===== src/rtl/adder_seq_pkg.sv =====
// Shared constants and state encoding for the digit-serial adder sequencer.
// Optional subtract mode is enabled by defining ADDER_SEQ_SUB_EN.
package adder_seq_pkg;

  localparam int DIGIT_W = 3;

  typedef enum logic [1:0] {
    IDLE = 2'd0,
    RUN  = 2'd1,
    DONE = 2'd2
  } state_e;

  // Counter width able to represent 0..num_digits without wrapping.
  function automatic int cnt_width(input int num_digits);
    return (num_digits < 1) ? 1 : $clog2(num_digits + 1);
  endfunction

endpackage


===== src/rtl/adder_digit_slice.sv =====
// Combinational DIGIT_W-bit adder with carry-in, built as a chain of full adders.
module adder_digit_slice
  import adder_seq_pkg::*;
(
  input  logic [DIGIT_W-1:0] a,
  input  logic [DIGIT_W-1:0] b,
  input  logic               cin,
  output logic [DIGIT_W-1:0] s,
  output logic               cout
);

  logic [DIGIT_W:0] carry_chain;

  assign carry_chain[0] = cin;

  generate
    for (genvar gi = 0; gi < DIGIT_W; gi++) begin : g_fa
      logic half_sum;
      assign half_sum            = a[gi] ^ b[gi];
      assign s[gi]               = half_sum ^ carry_chain[gi];
      assign carry_chain[gi + 1] = (a[gi] & b[gi]) | (half_sum & carry_chain[gi]);
    end
  endgenerate

  assign cout = carry_chain[DIGIT_W];

endmodule


===== src/rtl/adder_seq_ctrl.sv =====
// Digit-serial WIDTH-bit adder: one DIGIT_W-bit digit per cycle, LSB first, valid/ready on both sides.
// Define ADDER_SEQ_SUB_EN to add a `sub` input selecting a - b (two's complement via inverted b, carry-in 1).
module adder_seq_ctrl
  import adder_seq_pkg::*;
#(
  parameter int WIDTH = 12
) (
  input  logic             clk,
  input  logic             rst_n,
  input  logic             in_valid,
  output logic             in_ready,
  input  logic [WIDTH-1:0] a,
  input  logic [WIDTH-1:0] b,
`ifdef ADDER_SEQ_SUB_EN
  input  logic             sub,
`endif
  output logic             out_valid,
  input  logic             out_ready,
  output logic [WIDTH-1:0] sum,
  output logic             cout,
  output logic             busy
);

  localparam int NUM_DIGITS = WIDTH / DIGIT_W;
  localparam int CNT_W      = cnt_width(NUM_DIGITS);

  generate
    if ((WIDTH % DIGIT_W) != 0 || WIDTH < DIGIT_W) begin : g_bad_width
      $error("adder_seq_ctrl: WIDTH must be a positive multiple of DIGIT_W");
    end
  endgenerate

  state_e             state_reg;
  logic [CNT_W-1:0]   cnt_reg;
  logic               carry_reg;
  logic [WIDTH-1:0]   a_reg;
  logic [WIDTH-1:0]   b_reg;
  logic               sub_reg;
  logic [WIDTH-1:0]   sum_reg;
  logic [WIDTH-1:0]   sum_next;
  logic               cout_reg;
  logic               in_ready_reg;
  logic               out_valid_reg;
  logic               busy_reg;

  logic               sub_in;
  logic               init_carry;
  logic               last_digit;

  logic [DIGIT_W-1:0] a_dig [NUM_DIGITS];
  logic [DIGIT_W-1:0] b_dig [NUM_DIGITS];
  logic [DIGIT_W-1:0] a_sel;
  logic [DIGIT_W-1:0] b_sel;
  logic [DIGIT_W-1:0] b_slice;
  logic [DIGIT_W-1:0] slice_s;
  logic               slice_cout;

`ifdef ADDER_SEQ_SUB_EN
  assign sub_in = sub;
`else
  assign sub_in = 1'b0;
`endif

  // Subtraction is a + ~b + 1, so the initial carry doubles as the "+1".
  assign init_carry = sub_in;
  assign last_digit = (cnt_reg == CNT_W'(NUM_DIGITS - 1));

  generate
    for (genvar gi = 0; gi < NUM_DIGITS; gi++) begin : g_digits
      assign a_dig[gi] = a_reg[gi*DIGIT_W +: DIGIT_W];
      assign b_dig[gi] = b_reg[gi*DIGIT_W +: DIGIT_W];
    end
  endgenerate

  always_comb begin
    a_sel = '0;
    b_sel = '0;
    for (int i = 0; i < NUM_DIGITS; i++) begin
      if (cnt_reg == CNT_W'(i)) begin
        a_sel = a_dig[i];
        b_sel = b_dig[i];
      end
    end
  end

  assign b_slice = sub_reg ? ~b_sel : b_sel;

  adder_digit_slice u_slice (
    .a    (a_sel),
    .b    (b_slice),
    .cin  (carry_reg),
    .s    (slice_s),
    .cout (slice_cout)
  );

  // Only the selected digit is replaced; higher digits keep their old value.
  always_comb begin
    sum_next = sum_reg;
    for (int i = 0; i < NUM_DIGITS; i++) begin
      if (cnt_reg == CNT_W'(i)) begin
        sum_next[i*DIGIT_W +: DIGIT_W] = slice_s;
      end
    end
  end

  always_ff @(posedge clk) begin
    if (!rst_n) begin
      state_reg     <= IDLE;
      cnt_reg       <= '0;
      carry_reg     <= 1'b0;
      a_reg         <= '0;
      b_reg         <= '0;
      sub_reg       <= 1'b0;
      sum_reg       <= '0;
      cout_reg      <= 1'b0;
      in_ready_reg  <= 1'b1;
      out_valid_reg <= 1'b0;
      busy_reg      <= 1'b0;
    end else begin
      case (state_reg)
        IDLE: begin
          if (in_valid && in_ready_reg) begin
            a_reg        <= a;
            b_reg        <= b;
            sub_reg      <= sub_in;
            carry_reg    <= init_carry;
            cnt_reg      <= '0;
            state_reg    <= RUN;
            in_ready_reg <= 1'b0;
            busy_reg     <= 1'b1;
          end
        end
        RUN: begin
          sum_reg   <= sum_next;
          carry_reg <= slice_cout;
          if (last_digit) begin
            cout_reg      <= slice_cout;
            cnt_reg       <= '0;
            state_reg     <= DONE;
            out_valid_reg <= 1'b1;
          end else begin
            cnt_reg <= cnt_reg + CNT_W'(1);
          end
        end
        DONE: begin
          if (out_ready) begin
            state_reg     <= IDLE;
            out_valid_reg <= 1'b0;
            busy_reg      <= 1'b0;
            in_ready_reg  <= 1'b1;
          end
        end
        default: begin
          state_reg     <= IDLE;
          cnt_reg       <= '0;
          in_ready_reg  <= 1'b1;
          out_valid_reg <= 1'b0;
          busy_reg      <= 1'b0;
        end
      endcase
    end
  end

  assign in_ready  = in_ready_reg;
  assign out_valid = out_valid_reg;
  assign busy      = busy_reg;
  assign sum       = sum_reg;
  assign cout      = cout_reg;

endmodule

===== config.mk =====
export PLATFORM = sky130hd
export DESIGN_NAME = adder_seq_ctrl
export DESIGN_NICKNAME = d
export VERILOG_FILES = /design/src/rtl/adder_seq_pkg.sv /design/src/rtl/adder_digit_slice.sv /design/src/rtl/adder_seq_ctrl.sv
export SDC_FILE = /design/constraint.sdc
export NUM_CORES = 1
export LEC_CHECK = 0
export CORE_ASPECT_RATIO = 1.2
export CORE_MARGIN = 1.5
export CORE_UTILIZATION = 54
export DETAILED_ROUTE_END_ITERATION = 10
export PLACE_DENSITY_LB_ADDON = 0.05
export SLEW_MARGIN = 5
export SYNTH_ARGS = -nofsm -noshare
export SYNTH_HDL_FRONTEND = slang
export SYNTH_SLANG_ARGS = --single-unit

===== constraint.sdc =====
create_clock -name clk -period 4.5 [get_ports clk]
set_input_delay 0.675 -clock clk [delete_from_list [all_inputs] [get_ports clk]]
set_output_delay 0.675 -clock clk [all_outputs]
set_load 0.01 [all_outputs]

Yosys cells after proc, flatten, opt, wreduce, memory -nomap -nowiden
Index checks and enable logic that the tools add are counted.
- mux-type cells: 24
- reduce and logical (&&, ||, !) cells: 14
- equal/unequal tests: 8
- $add $sub $neg: 1
- bitwise logic cells: 18
- operators with widths (operator ; number):
    $mux W3 ; 10
    $reduce_and A2 Y1 ; 7
    $pmux W1 S3 ; 3
    $pmux W3 S3 ; 1
    $reduce_and A3 Y1 ; 3
    $and A1 B1 Y1 ; 6
    $eq A3 B2 Y1 const B ; 2
    $mux W2 ; 3
    $ne A2 B2 Y1 const B ; 3
    $pmux W2 S3 ; 1
    $xor A1 B1 Y1 ; 6
    $mux W1 ; 5
    $add A3 B1 Y3 const B ; 1
    $eq A3 B1 Y1 const B ; 1
    $logic_not A3 Y1 ; 1
    $not A1 Y1 ; 3
    $or A1 B1 Y1 ; 3
    $eq A2 B1 Y1 const B ; 1
    $eq A2 B2 Y1 const B ; 1
    $logic_not A2 Y1 ; 1
    $pmux W1 S2 ; 1
    $reduce_bool A2 Y1 ; 1
    $logic_and A1 B1 Y1 ; 1
- output and inout port bits: 16
- flip-flop bits (word level): 46
- word-level logic and storage cells: 78

Longest topological paths before layout
Gate-level depths: netlist (run 1).
- word-level depth: 13
- gate-level depth with buffers: 12
- mapped depth without buffers: 11

Hierarchy
From an unflattened synthesis (run 1), not the netlist that was laid out.
- cell total of the unflattened synthesis: 248
- area, all modules: 2149.6 µm²
- by module, submodules not included (module ; cells an instance ; times used ; area each (µm²) ; sequential area each (µm²)):
    adder_seq_ctrl ; 235 ; 1 ; 2052.0 ; 920.9
    adder_digit_slice ; 13 ; 1 ; 97.6 ; 0.0

Least setup slack after synthesis (run 1)
No wires, ideal clock.
- path kind: reg2reg
- from: register cnt_reg[0]
- to: register sum_reg[2] (netlist: sum[2])
- data required time: 4.428 ns
- path slack: 1.757 ns
- stages on the path, launching flop included: 12
- buffers on the path: 0
- arrival time: 2.671 ns
- setup time: 0.072 ns
- cell sequence: dfxtp_1 > inv_1 > ha_1 > nor2b_1 > a221oi_1 > o21ai_0 > fa_1 > fa_1 > inv_1 > fa_1 > nand2b_1 > mux2i_1
- longest elaborated chain between the ends: 11
- elaborated cells on any way between the ends: 23
- classes of those cells: 3 x eq/ne; 8 x mux; 10 x bitwise; 2 x reduce/logical
- ends and longest elaborated chain (item ; line ; RTL):
    from (decl) ; adder_seq_ctrl.sv:34 ; logic [CNT_W-1:0] cnt_reg;
    from (signal assigned) ; adder_seq_ctrl.sv:142 ; cnt_reg <= cnt_reg + CNT_W'(1);
    $logic_not A3 Y1 ; adder_seq_ctrl.sv:79, adder_seq_ctrl.sv:100 ;
    $mux W3 (4 in series) ; adder_seq_ctrl.sv:79 ; if (cnt_reg == CNT_W'(i)) begin
    $xor A1 B1 Y1 ; adder_digit_slice.sv:19 ; assign half_sum = a[gi] ^ b[gi];
    $and A1 B1 Y1 ; adder_digit_slice.sv:21 ; assign carry_chain[gi + 1] = (a[gi] & b[gi]) | (half_sum & carry_chain[gi]);
    $or A1 B1 Y1 ; adder_digit_slice.sv:21 ;
    $and A1 B1 Y1 ; adder_digit_slice.sv:21 ;
    $or A1 B1 Y1 ; adder_digit_slice.sv:21 ;
    $xor A1 B1 Y1 ; adder_digit_slice.sv:20 ; assign s[gi] = half_sum ^ carry_chain[gi];
    to (signal assigned) ; adder_seq_ctrl.sv:134 ; sum_reg <= sum_next;
    to (decl) ; adder_seq_ctrl.sv:39 ; logic [WIDTH-1:0] sum_reg;
Parallel ways exist; a longest one is shown, timed or not.
A chain may end at the register's enable or synchronous reset.

Worst setup path in the final report (run 1)
- from: register cnt_reg[1]
- to: register sum_reg[11] (netlist: sum[11])
- longest elaborated chain between the ends: 11
- elaborated cells on any way between the ends: 23
- classes of those cells: 3 x eq/ne; 8 x mux; 10 x bitwise; 2 x reduce/logical
- ends and longest elaborated chain (item ; line):
    $logic_not A3 Y1 ; adder_seq_ctrl.sv:79
    $mux W3 (4 in series) ; adder_seq_ctrl.sv:79
    $xor A1 B1 Y1 ; adder_digit_slice.sv:19
    $and A1 B1 Y1 ; adder_digit_slice.sv:21
    $or A1 B1 Y1 ; adder_digit_slice.sv:21
    $and A1 B1 Y1 ; adder_digit_slice.sv:21
    $or A1 B1 Y1 ; adder_digit_slice.sv:21
    $xor A1 B1 Y1 ; adder_digit_slice.sv:20
Parallel ways exist; a longest one is shown, timed or not.

==> impl_metrics.ini, run 1 <==
[yosys]
synth-edff-count = 0
yosysWarnings = 0
synth.largest_area_cell = dfxtp_1
synth_area_leaders = dfxtp_1, nand2_1, o21ai_0, nand3_1, mux2i_1
async_flop_share = 0
syn_area_mm2 = 0.002019
synth_ff_type = dfxtp_1
yosysMostFrequentCell = nand2_1
synth_top_area_share = 0.4560
netlist_instances = 237
synth_nets = 272
synth_common_cells = nand2_1, dfxtp_1, o21ai_0, nand3_1, mux2i_1
ys_seq_area_frac = 0.4560
ys_seq_elements = 46
synth_cell_types = 32
synth.avg_cell_area_um2 = 8.521

[setup_path]
path_class = reg -> reg
path_delay_family = adder cells
critPathCaptureType = flip-flop
crit_buf_inv = 2
required_ns = 4.73
path_cells = inv_1 -> ha_1 -> nor2b_1 -> a221oi_1 -> o21ai_0 -> fa_1 -> fa_1 -> inv_1 -> fa_1 -> nand2b_1 -> mux2i_1
critPathLaunchType = flip-flop
worstPathMaxFanout = 8
critPathMostFrequentCell = fa_1
crit_arrival_ns = 3.30
cpPeakStageDelay_ns = 0.45
cpMaxStageDelayCell = fa_1

[placed_design]
io_buffers = 43
gp_congestion = 0.8745
dp_cells = 303
pre_cts_slack_ns = 1.460
dp_hpwl_um = 2915

[clock_tree]
clock_path_buffers = 2
cts_max_level = 2
cts_resized = 0
clk-insertion-delay-late_ns = 0.29
root_buffer = clkbuf_8
cts.reportedPaths.clkPinSlew_ns = 0.08
cts_sinks = 46
ctsHoldBuffers = 0
cts_setup_buffers = 0
numCtsBuffers = 5
cts_tree = done

[final_layout]
layout.nets = 306
diodes = 0
syn_to_final_growth_pct = 24.66
fin_cells = 311
drive_above_1_share = 0.04412

[power_and_ir_drop]
power_frac_seq = 0.547
p_sw_w = 0.0002005
p_sw_frac = 0.2477
p_total_w = 0.0008093
cell_internal_pwr_w = 0.0006088
ir_drop_mv = 0.2786
combinationalPowerShare = 0.144
clock_power_share = 0.309
p_leak_nw = 0.9736
power_density_mw_per_mm2 = 321.5

[timing]
grt_setup_unrepaired = false
post-route-period-util = 0.6822
fin_crit_ns = 3.070
tns_ns = 0
drv_slew = 0
tightest_slew_ns = 0.4750
final-setup-viol-count = 0
final_hold_viol_count = 0
fmax_mhz = 325.7
fin_worst_skew_ns = 0.005478
slew_headroom = 0.6833
fin_ws_ns = 1.430

[floorplanning]
die_w_um = 58.83
core_area_mm2 = 0.003603
start_util = 0.5604
design.die.area_mm2 = 0.004117
die_h_um = 69.99
io_pins = 44
rows = 24

[global_route]
antenna_found_initial = 0
use_met1 = 0.2532
use_met3 = 0.05370
grt_usage = 0.2061
grt_max_degree = 53
grt-ovfl-total = 0
first_global_vias = 1517
grt_pass1_wl_um = 6679
grt_use_met2 = 0.3444
top_usage_layer = met2

[routing]
drt-pass1-iter-count = 4
drc = 0
first_iter_violations = 126
drtAntennaViolNets = 0
totalWireLength_um = 3961
vias_per_cell = 5.376
via_count = 1672
routedWlPerCell_um = 12.74

[run]
cap_violations = 0

[hold_path]
hold_path.class = reg -> reg

[run_status]
status = finished, final reports clean
==> path summary, 6_finish.rpt <==
| check | startpoint | cells past startpoint | to | slack (ns) |
|---|---|---|---|---|
| setup / recovery | cnt_reg[1] | 11 | sum[11] | 1.43 |
| hold / removal | sum[10] | 2 | sum[10] | 0.46 |
| hold reg to reg | sum[10] | 2 | sum[10] | 0.46 |
| setup reg to reg | cnt_reg[1] | 11 | sum[11] | 1.43 |
==> cells in the final DEF, fill, tap and decap left out, drive strengths merged <==
cell and count:
a21o 1, a221oi 6, o21ai 37, clkinv 1, and2 1, nand3 30, dfxtp 46, a31o 1
o21a 2, ha 4, nand2b 4, a21oi 2, nand4 1, mux2i 13, or3 1, fa 3
inv 6, nand2 49, o22ai 2, nand4bb 1, buf 3, or2 1, nor3b 1, clkbuf 7
o211a 1, nor2 1, a21boi 3, clkdlybuf4s50 42, nor2b 1, nor3 1
==> metal layers <==
layer	vias up	wire length, um
li1	881	-
met1	749	1779
met2	33	1957
met3	9	132
met4	0	91
met5	-	0
==> power groups by stage <==
stage	sequential [W]	clock (W)	combinational (W)
after global routing	0.000445	0.000277	0.000132
after detailed placement	0.000452	0	0.000118
after floorplan	0.000449	0	0.0000732
after global placement	0.000452	0	0.000116
final	0.000443	0.000250	0.000116
after CTS	0.000443	0.000260	0.000118
==> through the flow <==
step                      utilization  hold WS (ns)  cell area (um2)
after floorplan                     -        0.4368             2019
after global placement         0.6733        0.4443             2426
after detailed placement       0.6733        0.4523             2426
after CTS                      0.6986        0.4641             2517
after global routing           0.6986        0.4759             2517
final                          0.6986        0.4611             2517
==> cell type report <==
| type | count | area, um2 |
|---|---|---|
| clock buffer | 7 | 86.33 |
| clock inverter | 1 | 5.005 |
| fill | 307 | 1086 |
| inverter | 6 | 22.52 |
| multi-input combinational | 167 | 993.5 |
| sequential | 46 | 920.9 |
| tap | 39 | 48.80 |
| timing repair buffer | 45 | 440.4 |
==> worst min-delay path, delay by kind of cell, from the launching register on <==
family	cells	cell delay, ns
AND/OR/NAND/NOR	1	0.05
multiplexers	1	0.05
flip-flops	1	0.31
==> logic make-up (layout without fill, tap and decap cells) <==
kind of cell               Yosys count  after routing  synth area share
buffers and inverters               24             59           0.05204
DFF                                 46             46            0.4560
muxes                               13             13           0.06443
adders and majority gates            7              7           0.05453
and+or+nand+nor                     92             92            0.2125
AOI/OAI and AO/OA                   55             55            0.1605
No activity file was read; power rests on OpenSTA's default activity.
==> run 2, diff against run 1 <==
--- a/config.mk
+++ b/config.mk
@@ -7,7 +7,7 @@
 export LEC_CHECK = 0
 export CORE_ASPECT_RATIO = 1.2
 export CORE_MARGIN = 1.5
-export CORE_UTILIZATION = 54
+export CORE_UTILIZATION = 45
 export DETAILED_ROUTE_END_ITERATION = 10
 export PLACE_DENSITY_LB_ADDON = 0.05
 export SLEW_MARGIN = 5
==> constraint.sdc (replaced) <==
create_clock -name clk -period 2.6 [get_ports clk]
set_input_delay 0.39 -clock clk [delete_from_list [all_inputs] [get_ports clk]]
set_output_delay 0.39 -clock clk [all_outputs]
set_load 0.01 [all_outputs]
==> run 2 against run 1 <==
Against the previous run: clock power up 81%; combinational power up 120%; flip-flop and latch count unchanged; global-route usage down 1.4 points; sequential power up 73%; wire length up 11%; core utilization down 5.2 points; largest power group unchanged.
==> impl_metrics.ini, run 2 (same netlist as run 1, synthesis figures left out) <==
[run_status]
status = finished, final reports clean

[timing]
whs_ns = 0.4618
tns_ns = 0
fin_crit_ns = 2.588
post-route-period-util = 0.9955
fmax_mhz = 386.4
tightest_slew_ns = 0.6097
grt_setup_unrepaired = true
slew_headroom = 0.5936
fin_worst_skew_ns = 0.004756
final-setup-viol-count = 0
final_hold_viol_count = 0
drv_slew = 0

[placed_design]
dp_hpwl_um = 3214
io_buffers = 43
gp_congestion = 0.9427

[setup_path]
critPathCaptureType = flip-flop
required_ns = 2.84
critPathLaunchType = flip-flop
path_class = reg -> reg
path_cells = inv_2 -> ha_4 -> nor2b_4 -> a221oi_2 -> o21ai_2 -> fa_2 -> fa_2 -> inv_2 -> fa_1 -> nand2b_4 -> mux2i_1
crit_arrival_ns = 2.83
worstPathMaxFanout = 4
cpMaxStageDelayCell = fa_1
cpPeakStageDelay_ns = 0.39

[clock_tree]
cts_max_level = 2
cts_tree = done
root_buffer = clkbuf_8
clk-insertion-delay-late_ns = 0.30
clock_path_buffers = 2
ctsHoldBuffers = 0
numCtsBuffers = 5
cts_sinks = 46
cts.reportedPaths.clkPinSlew_ns = 0.09

[final_layout]
drive_above_1_share = 0.1655
syn_to_final_growth_pct = 37.48
layout.nets = 324
layout_commonest_cell = nand2_1
final_cell_mix = nand2_1, dfxtp_1, clkdlybuf4s50_1
diodes = 0
finish.utilization = 0.6466

[power_and_ir_drop]
p_leak_nw = 1.092
ir_drop_mv = 0.3402
p_total_w = 0.001474
power_density_mw_per_mm2 = 530.8

[floorplanning]
rows = 26
die_h_um = 76.39
io_pins = 44
die_w_um = 64.16
design.die.area_mm2 = 0.004900
start_util = 0.4703
core_area_mm2 = 0.004294

[global_route]
antenna_found_initial = 0
grt_usage = 0.1917
first_global_vias = 1590
grt-ovfl-total = 0
grt_max_degree = 52
grt_pass1_wl_um = 7389

[routing]
drt-pass1-iter-count = 4
via_count = 1765
first_iter_violations = 103
drtAntennaViolNets = 0
drc = 0
vias_per_cell = 5.101
totalWireLength_um = 4380
routedWlPerCell_um = 12.66

[run]
cap_violations = 0

[hold_path]
hold_path.class = reg -> reg
==> run 2: cell count changes in the layout (fill, tap and decap cells not counted), sizes merged <==
cell,delta
clkbuf,-1
clkinvlp,+1
buf,+18
==> run 2: power by group <==
group | total, W | switching, W | leakage, nW | internal (W)
registers | 0.000767 | 0.0000255 | 0.376 | 0.000741
clock network | 0.000453 | 0.000239 | 0.0472 | 0.000214
logic | 0.000254 | 0.000119 | 0.669 | 0.000135
total | 0.00147 | 0.000384 | 1.09 | 0.00109
==> run 2: cell type report <==
cell class	count	area (um2)
well taps	56	70.07
clock inverters	2	12.51
fillers	400	1518
inverters	6	22.52
multi-input cells	167	1074
clock buffers	6	82.58
flip-flops and latches	46	923.4
repair buffers	63	591.8
==> run 2: path summary, 6_finish.rpt <==
| kind | from | depth (start not counted) | to | slack, ns |
|---|---|---|---|---|
| max reg2reg | cnt_reg[0] | 11 | sum[2] | 0.01 |
| max | cnt_reg[0] | 11 | sum[2] | 0.01 |
| min | sum[0] | 2 | sum[0] | 0.46 |
| min reg2reg | sum[0] | 2 | sum[0] | 0.46 |
==> run 2: per-stage QoR <==
step           std cells  setup WS (ns)  area [um2]
4_1_cts              345       -0.01939        2756
2_1_floorplan        237       0.005857        2041
6_report             346        0.01180        2776
5_1_grt              346        -0.1044        2776
3_5_place_dp         335        -0.1331        2592
3_3_place_gp         335       -0.04742        2592
==> run 2: worst max-delay path, delay by kind of cell, from the launching register on <==
kind                       cells  cell delay (ns)
buffers and inverters          2             0.12
muxes                          1             0.13
DFF                            1             0.36
adders and majority gates      4             1.27
and+or+nand+nor                2             0.30
AOI/OAI and AO/OA              2             0.35
==> run 2: repair_timing <==
| item | CTS | global route |
|---|---|---|
| pin swaps | 5 | 4 |
| buffers inserted | 2 | 1 |
| endpoints found under the hold margin | 0 | 0 |
| resized for setup | 14 | 6 |
| setup endpoints to repair | 4 | 4 |
==> run 2: layer usage <==
| layer | track usage | routed length (um) |
|---|---|---|
| met4 | 0.06383 | 64 |
| met2 | 0.3094 | 2182 |
| met3 | 0.04431 | 144 |
| met1 | 0.2516 | 1987 |
| met5 | 0 | 0 |
==> run 3, diff against run 2 <==
--- a/config.mk
+++ b/config.mk
@@ -5,6 +5,7 @@
 export SDC_FILE = /design/constraint.sdc
 export NUM_CORES = 1
 export LEC_CHECK = 0
+export ABC_CLOCK_PERIOD_IN_PS = 2600
 export CORE_ASPECT_RATIO = 1.2
 export CORE_MARGIN = 1.5
 export CORE_UTILIZATION = 45
==> results of run 3 <==
Same layout as run 2: the final DEF is identical, and so are final timing and power.
